<file path="config.mk">
export PLATFORM = sky130hd
export DESIGN_NAME = fanout_fork_fifo_flat
export DESIGN_NICKNAME = d
export VERILOG_FILES = /design/src/rtl/fanout_fork_fifo_if.sv /design/src/rtl/fanout_fork_fifo.sv /design/src/flat_wrapper.sv
export SDC_FILE = /design/constraint.sdc
export NUM_CORES = 1
export LEC_CHECK = 0
export ABC_AREA = 1
export BUFFER_PORTS_ARGS = -buffer_cell sky130_fd_sc_hd__buf_2
export CORE_UTILIZATION = 45
export DETAILED_ROUTE_END_ITERATION = 7
export PLACE_DENSITY = 0.81
export SETUP_SLACK_MARGIN = 0.5
export SYNTH_ARGS = -nofsm -noshare
export SYNTH_HDL_FRONTEND = slang
export SYNTH_SLANG_ARGS = --single-unit
</file>
<file path="constraint.sdc">
create_clock -name clk -period 5.9 [get_ports clk]
set_input_delay 1.18 -clock clk [delete_from_list [all_inputs] [get_ports clk]]
set_output_delay 1.18 -clock clk [all_outputs]
set_load 0.1 [all_outputs]
</file>
<file path="src/rtl/fanout_fork_fifo_if.sv">
// Stream bundle for the fanout fork FIFO: one upstream producer, NUM_OUT consumers
// sharing a single head word, plus the occupancy status.
interface fanout_fork_fifo_if #(
    parameter int DATA_WIDTH = 16,
    parameter int NUM_OUT    = 7,
    parameter int DEPTH      = 2
);
    logic [DATA_WIDTH-1:0]   data_in;
    logic                    valid_in;
    logic                    ready_out;
    logic [DATA_WIDTH-1:0]   data_out;
    logic [NUM_OUT-1:0]      valid_out;
    logic [NUM_OUT-1:0]      ready_in;
    logic [$clog2(DEPTH):0]  occupancy;

    modport master (
        output data_in, valid_in, ready_in,
        input  ready_out, data_out, valid_out, occupancy
    );

    modport slave (
        input  data_in, valid_in, ready_in,
        output ready_out, data_out, valid_out, occupancy
    );
endinterface

</file>
<file path="src/rtl/fanout_fork_fifo.sv">
// Registered ready/valid buffer feeding up to NUM_OUT consumers with an eager fork:
// each consumer takes the head independently; the head retires once all enabled ones have.
module fanout_fork_fifo #(
    parameter int DATA_WIDTH = 16,
    parameter int NUM_OUT    = 7,
    parameter int DEPTH      = 2
) (
    input  logic               clk,
    input  logic               reset,
    input  logic               clk_en,
    input  logic [NUM_OUT-1:0] cfg_fanout_en,
    fanout_fork_fifo_if.slave  bus
);
    localparam int PTR_W = $clog2(DEPTH);
    localparam int CNT_W = PTR_W + 1;

    logic [DATA_WIDTH-1:0] storage [DEPTH];
    logic [PTR_W-1:0]      wr_ptr;
    logic [PTR_W-1:0]      rd_ptr;
    logic [CNT_W-1:0]      count;
    logic [NUM_OUT-1:0]    taken;
    logic [NUM_OUT-1:0]    fire;
    logic                  head_valid;
    logic                  done;
    logic                  push;
    logic                  pop;

    // ready_out looks only at count, so no ready_in -> ready_out path exists
    always_comb begin
        head_valid    = (count != '0);
        bus.ready_out = (count < CNT_W'(DEPTH)) & clk_en;
        bus.valid_out = cfg_fanout_en & ~taken & {NUM_OUT{head_valid & clk_en}};
        fire          = bus.valid_out & bus.ready_in;
        done          = &(~cfg_fanout_en | taken | fire);
        push          = bus.valid_in & bus.ready_out;
        pop           = head_valid & done & clk_en;
        bus.data_out  = storage[rd_ptr];
        bus.occupancy = count;
    end

    always_ff @(posedge clk or posedge reset) begin
        if (reset) begin
            for (int unsigned i = 0; i < $unsigned(DEPTH); i++) begin
                storage[i] <= '0;
            end
            wr_ptr <= '0;
            rd_ptr <= '0;
            count  <= '0;
            taken  <= '0;
        end else if (clk_en) begin
            if (push) begin
                storage[wr_ptr] <= bus.data_in;
                wr_ptr          <= wr_ptr + PTR_W'(1);
            end
            if (pop) begin
                rd_ptr <= rd_ptr + PTR_W'(1);
                taken  <= '0;
            end else if (head_valid) begin
                taken <= taken | fire;
            end
            if (push && !pop) begin
                count <= count + CNT_W'(1);
            end else if (pop && !push) begin
                count <= count - CNT_W'(1);
            end
        end
    end
endmodule

</file>
<file path="src/flat_wrapper.sv">
// flat-port wrapper written by rule: the top's interface ports become plain ports
module fanout_fork_fifo_flat 
#(
    parameter int DATA_WIDTH = 16,
    parameter int NUM_OUT    = 7,
    parameter int DEPTH      = 2
)
  (clk, reset, clk_en, cfg_fanout_en, bus_data_in, bus_valid_in, bus_ready_in, bus_ready_out, bus_data_out, bus_valid_out, bus_occupancy);
  fanout_fork_fifo_if #(.DATA_WIDTH(DATA_WIDTH), .NUM_OUT(NUM_OUT), .DEPTH(DEPTH)) bus_i ();
  input  logic clk;
  input  logic reset;
  input  logic clk_en;
  input  logic [NUM_OUT-1:0] cfg_fanout_en;
  input wire logic [$bits(bus_i.data_in)-1:0] bus_data_in;
  input wire logic [$bits(bus_i.valid_in)-1:0] bus_valid_in;
  input wire logic [$bits(bus_i.ready_in)-1:0] bus_ready_in;
  output wire logic [$bits(bus_i.ready_out)-1:0] bus_ready_out;
  output wire logic [$bits(bus_i.data_out)-1:0] bus_data_out;
  output wire logic [$bits(bus_i.valid_out)-1:0] bus_valid_out;
  output wire logic [$bits(bus_i.occupancy)-1:0] bus_occupancy;
  assign bus_i.data_in = bus_data_in;
  assign bus_i.valid_in = bus_valid_in;
  assign bus_i.ready_in = bus_ready_in;
  assign bus_ready_out = bus_i.ready_out;
  assign bus_data_out = bus_i.data_out;
  assign bus_valid_out = bus_i.valid_out;
  assign bus_occupancy = bus_i.occupancy;
  fanout_fork_fifo #(.DATA_WIDTH(DATA_WIDTH), .NUM_OUT(NUM_OUT), .DEPTH(DEPTH)) u_core (.clk(clk), .reset(reset), .clk_en(clk_en), .cfg_fanout_en(cfg_fanout_en), .bus(bus_i));
endmodule
</file>
==> results of run 1 <==
[logic make-up (layout without fill, tap and decap cells)]
| family | Yosys count | after routing | share of synthesized area |
|---|---|---|---|
| and+or+nand+nor | 129 | 129 | 0.256 |
| AOI/OAI and AO/OA | 53 | 53 | 0.163 |
| DFF | 43 | 43 | 0.478 |
| buffers and inverters | 43 | 97 | 0.0899 |
| xor gates and xnor gates | 2 | 2 | 0.00777 |
| adders and majority gates | 1 | 1 | 0.00555 |
[sequential cells by signal, indices dropped and copies added (netlist names)]
| register | count |
|---|---|
| u_core.storage | 32 |
| u_core.taken | 7 |
| u_core.bus.occupancy | 2 |
| u_core.rd_ptr | 1 |
| u_core.wr_ptr | 1 |
[cells in the mapped netlist]
cell      number  area, um2
a21oi_2        1       8.76
o211ai_1       1       7.51
dfrtp_1       43       1080
xnor2_1        1       8.76
nand2_2       15       93.8
nand3_2        1       10.0
clkinv_1       1       3.75
xor2_1         1       8.76
ha_1           1       12.5
buf_6          5       56.3
nor2_1        10       37.5
nor2_4         2       22.5
o21ai_2       17        149
or2_1          1       6.26
clkbuf_1       3       11.3
o21ai_0       18       90.1
o21bai_2       1       11.3
nand2_1       92        345
nor2_2         2       12.5
nor2_8         1       20.0
o21bai_1       2       15.0
nand3_1        2       10.0
or2_2          1       6.26
nand3b_1       1       7.51
a31o_2         1       8.76
buf_2          3       15.0
inv_2          1       3.75
nor3_1         1       5.00
a21oi_1        5       25.0
a21boi_0       7       52.6
inv_1         30        113
[area by class of cell]
type                            instances  area [um2]
Clock buffer                            6        72.6
Fill cell                             472        2160
Inverter                               32         120
Multi-Input combinational cell        185         975
Sequential cell                        43        1080
Tap cell                               67        83.8
Timing Repair Buffer                   59         295
[critical path: stages (launching register included)]
cell and delay, ns:
dfrtp_1 0.74, clkinv_1 0.66, nand2_1 0.19, nand2_1 0.08, buf_2 0.29
[metrics by stage]
stage	std cells	hold WS, ns	setup WS, ns	util
after floorplan	271	0.453	1.29	-
after detailed placement	386	0.469	2.68	0.533
after global placement	386	0.465	2.70	0.533
after global routing	392	0.508	2.27	0.548
after CTS	392	0.487	2.43	0.548
final	392	0.487	2.46	0.548
[per-layer routing]
layer | routed length (um) | up-vias | GRT usage
met1 | 1920 | 865 | 0.225
met5 | 0 | - | 0
li1 | - | 948 | -
met4 | 48 | 0 | 0.0610
met2 | 2080 | 35 | 0.305
met3 | 197 | 4 | 0.0483
[path summary, 6_finish.rpt]
check	to	slack, ns
worst max-delay path	bus_data_out[15]	2.46
worst min-delay path	u_core.storage[31]	0.49
worst max register to register	u_core.bus.occupancy[1]	3.71
worst min register to register	u_core.storage[31]	0.49
max in group asynchronous	u_core.taken[1]	4.28
min in group asynchronous	u_core.taken[6]	1.07
==> flow_summary.ini, run 1 <==
[cts]
cts_buffers = 5
cts_buffer_depth = 2
hold_buffers = 0
root_buffer = clkbuf_8
clock_latency_ns = 0.29
cts_tree = yes
clkTransAtPathRegs_ns = 0.07
h-tree-depth = 2
cts_sinks = 43
cts_resized = 0
post_cts_buffers = 0

[floorplan]
initial_utilization = 0.471
ioPinCount = 60
coreArea_um2 = 4790
dieArea_um2 = 5290
dieHeight_um = 72.8
die_x_um = 72.8
core.rowCount = 25

[place]
port_buffers = 59
placedInstanceArea_um2 = 2550
hpwlAfterDp_um = 2940
gp_congestion = 0.774

[logic_synthesis]
ys_ff_latch = 43
ys_types = 31
synth.avg_cell_area_um2 = 8.32
syn-instance-count = 271
ys_seq_area_frac = 0.478
ys.warnings.count = 0
syn_area_um2 = 2250
synth_nets = 306

[sta]
slew_headroom = 0.393
setup_viol = 0
min_period_ns = 3.44
fmax_mhz = 290
skew_ns = 0.00285
slew_viol_final = 0
report.final.hold_viol_count = 0
worst_pin_slew_ns = 0.911
timing.final.crit_share = 0.584
rsz0062_at_grt = no
setup_tns_ns = 0

[hold_path]
hold-path-cell-count = 2
hold_path_startpoint = u_core.storage[31]
hold_path.class = register to register

[detailed_routing]
detail-route-antenna-nets = 0
drc_errors = 0
first_pass_iters = 4
wl_per_cell_um = 10.8
vias = 1852
drtIter0Drc = 158
wirelength_um = 4240
vias_per_cell = 4.72

[layout]
layout.nets = 361
final_cell_mix = nand2_1 (92), buf_2 (59), dfrtp_1 (43), inv_1 (29), o21ai_0 (18)
final_common_cell = nand2_1
layout-drive-gt1-share = 0.335
stdcell_area_um2 = 2620
areaGrowthSynthToFinish_pct = 16.4
antenna_cells = 0

[global_route]
grt_pass1_vias = 1719
antenna_found_initial = 0
grt_pass1_wl_um = 7380
grt_max_degree = 44
grt-ovfl-total = 0
track_usage = 0.181

[setup_path]
critPathMaxFanout = 18
end_kind = output pin
start_kind = register
timing.rr.start = u_core.bus.occupancy[1]
rr_worst_depth = 10
critPathArrivalTime_ns = 2.26
crit_type = register to output pin
crit_required_ns = 4.72
crit_start = u_core.rd_ptr

[run]
drv_cap = 0

[outcome]
status = finished, final reports clean
Power of run 1 is not shown: default switching activity piles up to over one toggle a cycle in this logic, so the estimate is an artifact.
==> run 2, diff against run 1 <==
clock period = 3.5 ns   (was 5.9 ns; I/O delays follow)
==> run 2 against run 1 <==
Net effect:
- non-clock buffer count is 1 higher
- critical path depth is 1 higher
- utilization is 1.2 points higher
- cell count is 0.77% higher
- routed wire length is 5.3% higher
- sequential cell count stayed put
- clock-buffer cell count stayed put
==> flow_summary.ini, run 2 (synthesis gave the netlist of run 1 again) <==
[detailed_routing]
drtIter0Drc = 98
drc_errors = 0
first_pass_iters = 4
vias_per_cell = 4.71
wl_per_cell_um = 11.3
wirelength_um = 4470
vias = 1860
detail-route-antenna-nets = 0

[sta]
slew_viol_final = 0
min_period_ns = 2.58
setup_tns_ns = 0
rsz0062_at_grt = no
setup_viol = 0
timing.final.crit_share = 0.738
fmax_mhz = 387
slew_headroom = 0.367
report.final.hold_viol_count = 0
worst_pin_slew_ns = 0.947
skew_ns = 0.00327

[layout]
layout-drive-gt1-share = 0.348
antenna_cells = 0
n_fill_cell = 454
final_common_cell = nand2_1
areaGrowthSynthToFinish_pct = 18.9
layout.nets = 362
largest_register_ffs = 32
largest-register = u_core.storage
final_cell_mix = nand2_1 (92), buf_2 (59), dfrtp_1 (43), inv_1 (29), o21ai_0 (18)

[cts]
cts_resized = 0
h-tree-depth = 2
hold_buffers = 0
cts_buffer_depth = 2
clkTransAtPathRegs_ns = 0.07
root_buffer = clkbuf_8
cts_tree = yes
clock_latency_ns = 0.28
cts_buffers = 5
post_cts_buffers = 0
cts_sinks = 43

[floorplan]
coreArea_um2 = 4790
core.rowCount = 25
initial_utilization = 0.471
dieArea_um2 = 5290
ioPinCount = 60
die_x_um = 72.8
dieHeight_um = 72.8

[global_route]
grt-ovfl-total = 0
track_usage = 0.177
grt_pass1_wl_um = 7270
antenna_found_initial = 0
grt_pass1_vias = 1718
grt_max_degree = 44

[run]
drv_cap = 0

[setup_path]
crit_required_ns = 2.80
end_kind = output pin
critPathArrivalTime_ns = 1.88
critPathMaxFanout = 18
crit_type = register to output pin
start_kind = register

[place]
port_buffers = 59
gp_congestion = 0.888
hpwlAfterDp_um = 3180

[hold_path]
hold_path.class = register to register

[outcome]
status = finished, final reports clean
-- run 2: worst paths after layout --
path	start	to	slack [ns]	cells after the start
max in group asynchronous	reset	u_core.wr_ptr	2.37	2
worst min-delay path	u_core.storage[29]	u_core.storage[29]	0.48	2
worst max-delay path	u_core.rd_ptr	bus_data_out[15]	0.92	5
min in group asynchronous	reset	u_core.taken[6]	0.59	2
worst min register to register	u_core.storage[29]	u_core.storage[29]	0.48	2
worst max register to register	u_core.bus.occupancy[1]	u_core.bus.occupancy[1]	1.30	10
-- run 2: worst max-delay path: stages, from the launching register on --
cell and delay, ns:
dfrtp_1 0.33, buf_4 0.23, clkinv_1 0.48, nand2_1 0.19
nand2_1 0.08, buf_2 0.29
-- run 2: cell type report --
class                           instances  area, um2  share of cell area
Sequential cell                        43       1080               0.401
Timing Repair Buffer                   60        303               0.113
Clock inverter                          2       35.0              0.0131
Clock buffer                            6       82.6              0.0308
Tap cell                               67       83.8              0.0313
Multi-Input combinational cell        185        980               0.366
Inverter                               32        120              0.0448
-- run 2: per-layer routing --
layer / global-route usage / part of all wire
met1: 0.215 / 0.44
met2: 0.320 / 0.52
met3: 0.0318 / 0.033
met4: 0.0501 / 0.0085
met5: 0 / 0
-- run 2: through the flow --
stage / setup WS, ns / area (um2) / hold WS (ns) / util / cells
2_1_floorplan: 0.163 / 2260 / 0.453 / - / 271
3_3_place_gp: 1.11 / 2560 / 0.465 / 0.535 / 387
3_5_place_dp: 0.999 / 2560 / 0.469 / 0.535 / 387
4_1_cts: 0.875 / 2680 / 0.488 / 0.560 / 395
5_1_grt: 0.728 / 2680 / 0.505 / 0.560 / 395
6_report: 0.918 / 2680 / 0.483 / 0.560 / 395
Power of run 2 is left out for the same reason.
